==> src/rtl/fifo_nd_regout_pkg.sv <==
// Shared constants helpers for the registered-output FIFO.
package fifo_nd_regout_pkg;

    function automatic int clog2(input int value);
        int bits;
        int v;
        bits = 0;
        v = value - 1;
        while (v > 0) begin
            bits = bits + 1;
            v = v >> 1;
        end
        return bits;
    endfunction

    // A single-entry ring still needs a one-bit pointer to be a legal vector.
    function automatic int ptr_bits(input int entries);
        return (entries > 1) ? clog2(entries) : 1;
    endfunction

endpackage

==> src/rtl/fifo_nd_regout_ring_mem.sv <==
// DEPTH-1 x WIDTH storage for the FIFO ring: one write port, one asynchronous read port.
module ring_mem_1r1w #(
    parameter int WIDTH   = 64,
    parameter int ENTRIES = 3,
    parameter int AW      = 2
) (
    input  logic             clk,
    input  logic             we,
    input  logic [AW-1:0]    waddr,
    input  logic [WIDTH-1:0] wdata,
    input  logic [AW-1:0]    raddr,
    output logic [WIDTH-1:0] rdata
);

    logic [WIDTH-1:0] mem [ENTRIES];

    always_ff @(posedge clk) begin
        if (we) begin
            mem[waddr] <= wdata;
        end
    end

    assign rdata = mem[raddr];

endmodule

==> src/rtl/fifo_nd_regout.sv <==
// N-entry valid/ready FIFO whose read side comes straight from an output register.
// Optional synchronous flush port enabled by defining FIFO_ND_REGOUT_FLUSH_EN.
module fifo_nd_regout
    import fifo_nd_regout_pkg::*;
#(
    parameter int   WIDTH = 64,
    parameter int   DEPTH = 4,
    localparam int  CBITS = clog2(DEPTH) + 1
) (
    input  logic             clk,
    input  logic             rst,
`ifdef FIFO_ND_REGOUT_FLUSH_EN
    input  logic             flush,
`endif
    input  logic [WIDTH-1:0] a_data,
    input  logic             a_valid,
    output logic             a_ready,
    output logic [WIDTH-1:0] b_data,
    output logic             b_valid,
    input  logic             b_ready,
    output logic [CBITS-1:0] count
);

    localparam int RING = DEPTH - 1;
    localparam int PW   = ptr_bits(RING);
    localparam logic [PW-1:0]    PTR_LAST = PW'(RING - 1);
    localparam logic [CBITS-1:0] FULL     = CBITS'(DEPTH);

    logic [CBITS-1:0] count_q;
    logic [CBITS-1:0] ring_cnt;
    logic [PW-1:0]    rd_ptr;
    logic [PW-1:0]    wr_ptr;
    logic [WIDTH-1:0] ob_data;
    logic             ob_valid;
    logic [WIDTH-1:0] ring_rdata;
    logic             wr_fire;
    logic             rd_fire;
    logic             ld;
    logic             ring_empty;
    logic             ring_wr;
    logic             ring_rd;
    logic             ring_we;
    logic             clear;

    function automatic logic [PW-1:0] ptr_next(input logic [PW-1:0] p);
        return (p == PTR_LAST) ? '0 : p + 1'b1;
    endfunction

`ifdef FIFO_ND_REGOUT_FLUSH_EN
    assign clear = rst || flush;
`else
    assign clear = rst;
`endif

    assign a_ready    = (count_q != FULL);
    assign wr_fire    = a_valid && a_ready;
    assign rd_fire    = ob_valid && b_ready;
    assign ld         = !ob_valid || rd_fire;
    assign ring_empty = (ring_cnt == '0);
    // A write bypasses the ring only when the output register is loading from an empty ring.
    assign ring_wr    = wr_fire && !(ld && ring_empty);
    assign ring_rd    = ld && !ring_empty;
    assign ring_we    = ring_wr && !clear;

    ring_mem_1r1w #(
        .WIDTH   (WIDTH),
        .ENTRIES (RING),
        .AW      (PW)
    ) u_ring (
        .clk   (clk),
        .we    (ring_we),
        .waddr (wr_ptr),
        .wdata (a_data),
        .raddr (rd_ptr),
        .rdata (ring_rdata)
    );

    always_ff @(posedge clk) begin
        if (clear) begin
            count_q  <= '0;
            ring_cnt <= '0;
            rd_ptr   <= '0;
            wr_ptr   <= '0;
            ob_data  <= '0;
            ob_valid <= 1'b0;
        end else begin
            if (ld) begin
                if (!ring_empty) begin
                    ob_data  <= ring_rdata;
                    ob_valid <= 1'b1;
                    rd_ptr   <= ptr_next(rd_ptr);
                end else if (wr_fire) begin
                    ob_data  <= a_data;
                    ob_valid <= 1'b1;
                end else begin
                    ob_valid <= 1'b0;
                end
            end
            if (ring_wr) begin
                wr_ptr <= ptr_next(wr_ptr);
            end
            case ({ring_wr, ring_rd})
                2'b10:   ring_cnt <= ring_cnt + 1'b1;
                2'b01:   ring_cnt <= ring_cnt - 1'b1;
                default: ring_cnt <= ring_cnt;
            endcase
            case ({wr_fire, rd_fire})
                2'b10:   count_q <= count_q + 1'b1;
                2'b01:   count_q <= count_q - 1'b1;
                default: count_q <= count_q;
            endcase
        end
    end

    assign b_data  = ob_data;
    assign b_valid = ob_valid;
    assign count   = count_q;

endmodule

==> config.mk <==
export PLATFORM = sky130hd
export DESIGN_NAME = fifo_nd_regout
export DESIGN_NICKNAME = d
export VERILOG_FILES = /design/src/rtl/fifo_nd_regout_pkg.sv /design/src/rtl/fifo_nd_regout_ring_mem.sv /design/src/rtl/fifo_nd_regout.sv
export SDC_FILE = /design/constraint.sdc
export NUM_CORES = 1
export LEC_CHECK = 0
export ABC_AREA = 1
export CORE_ASPECT_RATIO = 1.1
export CORE_UTILIZATION = 35
export CTS_BUF_LIST = sky130_fd_sc_hd__clkbuf_8 sky130_fd_sc_hd__clkbuf_16
export CTS_CLUSTER_DIAMETER = 30
export DETAILED_ROUTE_END_ITERATION = 6
export SYNTH_ARGS = -nofsm -noshare
export SYNTH_HDL_FRONTEND = slang
export SYNTH_SLANG_ARGS = --single-unit
==> constraint.sdc <==
create_clock -name clk -period 9.3 [get_ports clk]
set_input_delay 1.86 -clock clk [delete_from_list [all_inputs] [get_ports clk]]
set_output_delay 1.86 -clock clk [all_outputs]
set_load 0.005 [all_outputs]
# After elaboration in Yosys (flattened, before gate mapping)
# Memories as Yosys holds them, arrays and structs flattened. A register that Yosys moved wholly into a read port is not among the register bits.
# Index checks and enable logic that the tools add are counted.
dict set report word_totals {
  ram_bits 192
  ff_bits 75
  n_memories 1
  inputBits 68
  output_inout_bits 69
  word_cells 50
}
# name words word_bits rd rd_clocked_by_memory_dff wr line_no
set mem_list {}
lappend mem_list {u_ring.mem 3 64 1 1 1 fifo_nd_regout_ring_mem.sv:15} ;# logic [WIDTH-1:0] mem [ENTRIES];
dict set report op_classes {
  bitwise 1
  add_sub_neg 6
  reduce_logical 16
  n_eq_ne 8
  n_mux 12
}
# operator count
set ops {}
lappend ops {{$mux 64} 2}
lappend ops {{$pmux 3 s2} 2}
lappend ops {{$eq 2x2->1 const B} 4}
lappend ops {{$mux 2} 4}
lappend ops {{$add 3x1->3 const B} 2}
lappend ops {{$logic_and 1x1->1} 6}
lappend ops {{$sub 3x1->3 const B} 2}
lappend ops {{$add 2x1->2 const B} 2}
lappend ops {{$eq 2x1->1 const B} 2}
lappend ops {{$logic_not 1->1} 4}
lappend ops {{$mux 1} 4}
lappend ops {{$reduce_and 2->1} 2}
lappend ops {{$reduce_bool 2->1} 2}
lappend ops {{$logic_not 3->1} 1}
lappend ops {{$ne 3x3->1 const B} 1}
lappend ops {{$ne 2x2->1 const B} 1}
lappend ops {{$logic_or 1x1->1} 1}
lappend ops {{$not 1->1} 1}

# Depth between registers and ports, before layout
# Gate-level depths: netlist (run 1).
dict set report depth {
  ltp_word 8
  mapped_depth 14
  depth_no_buf 13
}

# By module
# From an unflattened synthesis (run 1), not the netlist that was laid out.
dict set report unflattened {
  cells_unflattened 1390
  hier_area_um2 12176.7
}
# mod area_each_um2 instances seq_area_each_um2 cells_per_inst
set by_module_without_submodules {}
lappend by_module_without_submodules {ring_mem_1r1w 7761.2 1 5765.5 673}
lappend by_module_without_submodules {fifo_nd_regout 4415.5 1 1501.4 717}

# Least setup slack after synthesis (run 1)
# Ideal clock, no wire load.
dict set report synth_timing {
  path_kind {in2reg}
  start {input port b_ready}
  end {memory u_ring.mem[2][0], enable pin}
  slack_ns 3.832
  required_time_ns 8.814
  n_path_buf 0
  t_arrival_ns 4.982
  cell_stages 5
  setup_time_ns 0.486
  path_cell_list {inv_1 -> nand2_2 -> a21oi_1 -> nand2_1 -> nor2_1}
}
dict set report synth_between {
  elab_chain_len 8
}
# element line_no
set synth_lines {}
lappend synth_lines {{start: declaration} fifo_nd_regout.sv:20} ;# input logic b_ready,
lappend synth_lines {{$logic_and 1x1->1} fifo_nd_regout.sv:57} ;# assign rd_fire = ob_valid && b_ready;
lappend synth_lines {{$logic_or 1x1->1} fifo_nd_regout.sv:58} ;# assign ld = !ob_valid || rd_fire;
lappend synth_lines {{$logic_and 1x1->1} fifo_nd_regout.sv:61} ;# assign ring_wr = wr_fire && !(ld && ring_empty);
lappend synth_lines {{$logic_not 1->1} fifo_nd_regout.sv:61}
lappend synth_lines {{$logic_and 1x1->1} fifo_nd_regout.sv:61}
lappend synth_lines {{$logic_and 1x1->1} fifo_nd_regout.sv:63} ;# assign ring_we = ring_wr && !clear;
lappend synth_lines {{$mux 1} fifo_nd_regout_ring_mem.sv:18} ;# if (we) begin
lappend synth_lines {{$mux 1 (implied by the code)} fifo_nd_regout_ring_mem.sv:19} ;# mem[waddr] <= wdata;
lappend synth_lines {{end: declaration} fifo_nd_regout_ring_mem.sv:15}
# Every way passes these cells.

# Final worst setup path (run 1)
dict set report layout_timing {
  start {input port rst}
  end {memory u_ring.mem[1][26], enable pin}
}
dict set report layout_between {
  elab_chain_len 4
}
# element line_no
set layout_lines {}
lappend layout_lines {{start: declaration} fifo_nd_regout.sv:11} ;# input logic rst,
lappend layout_lines {{$logic_not 1->1} fifo_nd_regout.sv:63}
lappend layout_lines {{$logic_and 1x1->1} fifo_nd_regout.sv:63}
lappend layout_lines {{$mux 1} fifo_nd_regout_ring_mem.sv:18}
lappend layout_lines {{$mux 1 (implied by the code)} fifo_nd_regout_ring_mem.sv:19}
# Every way passes these cells.

==> results.cfg, run 1 <==
[critical_path]
cp_data_required_time_ns = 9.49
worstSetupEndpointType = register
critPathArrivalTime_ns = 4.38
startpoint_type = input pin
critPathLaunch = rst
r2r_slack_ns = 5.31
crit_type = input pin to register
regToRegEndpoint = u_ring.mem[2][63]
crit_path_end = u_ring.mem[1][26]
reg2reg_from = ring_cnt[1]
worstPathMaxFanout = 76
reg2reg_depth = 7

[yosys]
ys_warn_count = 0
synth_seq_cells = 269
synth_sequential_area_ratio = 0.6408
synthCells = 1150
syn_nets = 1222
netlist_area_sq_um = 11400
avgSynthCellArea_sq_um = 9.916
yosysUniqueCellTypes = 24

[final_layout]
nNetsFinal = 1357
syn_to_final_growth_pct = 30.99
multiInputGateArea_sq_um = 3625
final_common_cell = nand2_1
regArea_sq_um = 7311
final_layout_size_suffix_gt1_frac = 0.1200
fin_area_sq_um = 14940
n_antenna_cell = 0
nFillCells = 2957
final_cell_mix = nand2_1, edfxtp_1, nor2_1, clkdlybuf4s50_1, nand3_1

[floorplan]
fp-row-count = 68
die_x_um = 174.1
die_area_sq_um = 33310
initial_core_util = 0.3593
num_io_pins = 137
fp.dieH_um = 191.3
core_region_area_sq_um = 31740

[grt]
antenna_found_initial = 1
grt_overflow = 0
grt_pass1_vias = 7810
grt_busiest_layer = met2
grt_pass1_wl_um = 43590
grt_max_degree = 77
grt_use_met3 = 0.03520
grtUsageMet2 = 0.2892
grt_usage = 0.1682
gr-usage-met1 = 0.2118

[clock_network]
root_buffer = clkbuf_16
cts_htree_levels = 2
clk_latency_ns = 0.56
post_cts_buffers = 0
holdBufCountCts = 0
post_cts_resized = 0
clock_sinks = 269
path_clk_slew_ns = 0.04
cts_tree = done
numCtsBuffers = 57
cts_buffer_depth = 3

[place]
dpl_cell_area_sq_um = 12980
gp_congestion = 0.7094
place_hpwl_um = 15620
portBuffers = 136

[route]
dr_total_vias = 8138
drt-total-wl_um = 27820
avgRoutedWirePerCell_um = 15.87
first_pass_iters = 5
dr.first_iter.drc_count = 510
viasPerCell = 4.642
drc = 0
ant_nets = 0

[timing]
skew_ns = 0.01252
setup_viol = 0
rsz0062_at_grt = false
setup-tns-final_ns = 0
slew_violations = 0
timing.final.crit_share = 0.4506
finalCriticalPeriod_ns = 4.191
tightestPinTransition_ns = 1.070
final-hold-violation-count = 0
max_slew_margin = 0.2850
max_freq_mhz = 238.6

[power]
total_power_w = 0.005324
sw_frac_of_total = 0.3300
power.density_nw_per_um2 = 356.4
switching_power_w = 0.001757
peakVddDrop_mv = 0.1873
power_frac_seq = 0.321
pwr-share-comb = 0.302
p_int_w = 0.003567
p_leak_nw = 5.968
p_clk_frac = 0.377

[hold_path]
hp-class = register to register

[job]
cap_violations = 0

[run_status]
status = finished clean
## cells by family after synthesis
kind of cell,synth area share
adders and majority gates,0.005705
AOI/OAI and AO/OA,0.007461
buffers and inverters,0.04202
DFF,0.6408
and+or+nand+nor,0.3040
## power groups by stage
| stage | Sequential (W) | Combinational [W] | Clock [W] |
|---|---|---|---|
| floorplan | 0.00165 | 0.00110 | 0 |
| global placement | 0.00174 | 0.00161 | 0 |
| detailed placement | 0.00173 | 0.00163 | 0 |
| CTS | 0.00172 | 0.00164 | 0.00204 |
| global route | 0.00173 | 0.00183 | 0.00210 |
| finish | 0.00171 | 0.00161 | 0.00201 |
## sequential cells by signal (all words and copies together), names as in the netlist, named ones only
register / cells
u_ring.mem: 192
b_data: 64
count: 3
ring_cnt: 3
rd_ptr: 2
wr_ptr: 2
b_valid: 1
## metrics by stage
step	setup slack, ns	hold WS (ns)	utilization	cells
final	5.109	0.4875	0.4707	1753
after global routing	4.949	0.5040	0.4707	1753
after CTS	5.072	0.4872	0.4707	1753
after detailed placement	4.491	0.4848	0.4090	1646
after global placement	4.528	0.4733	0.4090	1646
after floorplan	3.832	0.4587	-	1150
## final cells by class
| cell class | count | share of cell area |
|---|---|---|
| Sequential cell | 269 | 0.4894 |
| Multi-Input combinational cell | 789 | 0.2427 |
| Clock buffer | 60 | 0.09826 |
| Timing Repair Buffer | 144 | 0.09516 |
| Tap cell | 420 | 0.03518 |
| Clock inverter | 47 | 0.03284 |
| Inverter | 24 | 0.006450 |
## critical path, stage by stage
cell and delay (ns):
clkdlybuf4s50_1 0.44, inv_2 0.07, buf_4 0.65, nand3_1 0.24
clkinv_2 0.47, buf_4 0.59
## worst min-delay path by stage
stage / from / to / slack, ns / depth (start not counted)
floorplan: wr_ptr[0] / wr_ptr[0] / 0.46 / 2
global placement: ring_cnt[2] / ring_cnt[2] / 0.47 / 2
detailed placement: ring_cnt[2] / ring_cnt[2] / 0.48 / 2
CTS: ring_cnt[2] / ring_cnt[2] / 0.49 / 2
global route: wr_ptr[0] / wr_ptr[0] / 0.50 / 2
finish: ring_cnt[2] / ring_cnt[2] / 0.49 / 2
## per-layer routing
metal	vias to the layer above	routed length (um)
met3	39	1396
met2	208	13590
li1	4085	-
met4	2	432
met5	-	13
met1	3804	12390
## synth_stat cells
cell | n | area (sq um)
nand2_2 | 1 | 6.260
inv_2 | 8 | 30.03
dfxtp_1 | 77 | 1541
nand3b_1 | 64 | 480.5
buf_6 | 12 | 135.1
or2_0 | 27 | 168.9
o21ai_0 | 8 | 40.04
inv_1 | 16 | 60.06
edfxtp_1 | 192 | 5766
or2_1 | 1 | 6.260
or2_2 | 36 | 225.2
clkbuf_1 | 25 | 93.84
fa_1 | 2 | 40.04
nand3_1 | 103 | 515.5
nand3_4 | 2 | 35.03
ha_1 | 2 | 25.02
nand2_4 | 3 | 33.78
nand2_1 | 363 | 1363
buf_1 | 4 | 15.01
buf_2 | 23 | 115.1
a21oi_1 | 9 | 45.04
buf_4 | 4 | 30.03
nor2_2 | 1 | 6.260
nor2_1 | 167 | 626.9
Note: power is estimated with default switching activity, not from simulation.
==> run 2: changes to the inputs <==
==> constraint.sdc (replaced) <==
create_clock -name clk -period 4.3 [get_ports clk]
set_input_delay 0.86 -clock clk [delete_from_list [all_inputs] [get_ports clk]]
set_output_delay 0.86 -clock clk [all_outputs]
set_load 0.005 [all_outputs]
==> results.cfg, run 2 (synthesized netlist as in run 1, its figures left out) <==
[timing]
finalCriticalPeriod_ns = 3.035
timing.final.crit_share = 0.7058
setup-tns-final_ns = 0
setup_viol = 0
rsz0062_at_grt = false
skew_ns = 0.008045
hold-worst-slack_ns = 0.4903
slew_violations = 0
final-hold-violation-count = 0
max_slew_margin = 0.3792
max_freq_mhz = 329.5
tightestPinTransition_ns = 0.9312

[power]
total_power_w = 0.01168
peakVddDrop_mv = 0.4030
p_leak_nw = 6.024
power.density_nw_per_um2 = 775.6

[critical_path]
worstPathMaxFanout = 49
crit_path_end = u_ring.mem[2][15]
path_depth = 7
path_cells = inv_2 -> nand3_4 -> clkinv_2 -> a21oi_1 -> nand2_1 -> nor2_4 -> buf_12
reg2reg_from = ring_cnt[0]
critPathLaunch = ring_cnt[0]
worst-path-buf-inv = 3
startpoint_type = register
crit_type = register to register
slowest_stage = clkinv_2
worstSetupEndpointType = register
slowest_delay_ns = 0.48
cp_data_required_time_ns = 4.52
reg2reg_depth = 7
cp_top_family = simple AND/OR/NAND/NOR gates
r2r_slack_ns = 1.26
regToRegEndpoint = u_ring.mem[2][15]
critPathArrivalTime_ns = 3.25

[grt]
grt_overflow = 0
grt_pass1_wl_um = 43750
grt_max_degree = 102
grt_usage = 0.1674
antenna_found_initial = 1
grt_pass1_vias = 8158

[clock_network]
cts_buffer_depth = 3
cts_htree_levels = 2
post_cts_buffers = 0
post_cts_resized = 0
holdBufCountCts = 0
root_buffer = clkbuf_16
clk_latency_ns = 0.56
path_clk_slew_ns = 0.05
clock_sinks = 269
numCtsBuffers = 58
cts_tree = done

[route]
ant_nets = 0
drc = 0
dr.first_iter.drc_count = 548
first_pass_iters = 7
viasPerCell = 4.644
drt-total-wl_um = 27560
avgRoutedWirePerCell_um = 15.67
dr_total_vias = 8168

[final_layout]
fin_area_sq_um = 15060
syn_to_final_growth_pct = 32.06
final_layout_size_suffix_gt1_frac = 0.1202
final_common_cell = nand2_1
largest_register_ffs = 192
n_antenna_cell = 0
top_register = u_ring.mem
final_cell_mix = nand2_1, edfxtp_1, nor2_1, clkdlybuf4s50_1, nand3_1
nNetsFinal = 1361
nFillCells = 2890

[floorplan]
num_io_pins = 137
die_area_sq_um = 33310
initial_core_util = 0.3593
die_x_um = 174.1
fp.dieH_um = 191.3
core_region_area_sq_um = 31740
fp-row-count = 68

[run_status]
status = finished clean

[place]
gp_congestion = 0.7048
dpl_cell_area_sq_um = 13040
place_hpwl_um = 15440
portBuffers = 136

[job]
cap_violations = 0

[hold_path]
hp-class = register to register
[run 2: cell types whose count changed in the layout (fill, tap and decap cells not counted)]
cell        previous run  this run
clkbuf_16             57        58
bufinv_16              7        10
inv_1                 20        25
dfxtp_2                0         1
clkinv_4               9         4
clkbuf_8               3         2
inv_16                 2         0
clkinv_2              12        10
clkinv_8               0         1
dfxtp_4                1         0
buf_12                 0         3
clkinvlp_4             7        10
[run 2: how the worst min path moves through the flow]
stage | startpoint | cells past startpoint | end | slack [ns]
2_1_floorplan | wr_ptr[0] | 2 | wr_ptr[0] | 0.46
3_3_place_gp | ring_cnt[2] | 2 | ring_cnt[2] | 0.47
3_5_place_dp | ring_cnt[2] | 2 | ring_cnt[2] | 0.49
4_1_cts | ring_cnt[2] | 2 | ring_cnt[2] | 0.49
5_1_grt | ring_cnt[2] | 2 | ring_cnt[2] | 0.51
6_report | wr_ptr[0] | 2 | wr_ptr[0] | 0.49
[run 2: through the flow]
stage / cells / utilization / setup WS, ns
floorplan: 1150 / - / 0.8945
global placement: 1649 / 0.4108 / 0.9819
detailed placement: 1649 / 0.4108 / 0.9464
CTS: 1759 / 0.4745 / 1.204
global route: 1759 / 0.4745 / 1.015
finish: 1759 / 0.4745 / 1.265
[run 2: metal layers]
layer	vias up	share of wire	track usage
met2	201	0.48	0.2882
met4	2	0.018	0.05702
met1	3834	0.45	0.2068
met5	-	0.00044	0
met3	43	0.051	0.03759
li1	4088	-	-
[run 2: power breakdown]
| part | leakage [nW] | switching [W] | internal (W) |
|---|---|---|---|
| combinational | 2.64 | 0.00213 | 0.00153 |
| sequential | 2.38 | 0.000228 | 0.00331 |
| clock | 1.00 | 0.00141 | 0.00308 |
[run 2: final cells by class]
cell class	count	area [sq um]	area share
clock buffers	60	1479	0.09821
clock inverters	50	544.3	0.03614
inverters	24	96.34	0.006397
multi-input cells	789	3625	0.2407
flip-flops and latches	269	7308	0.4853
well taps	420	525.5	0.03490
repair buffers	147	1481	0.09837
[run 2: tightest hold or removal path, stage by stage (launching register included)]
cell	delay [ns]
dfxtp_1	0.32
nand3_1	0.08
nand2_1	0.05
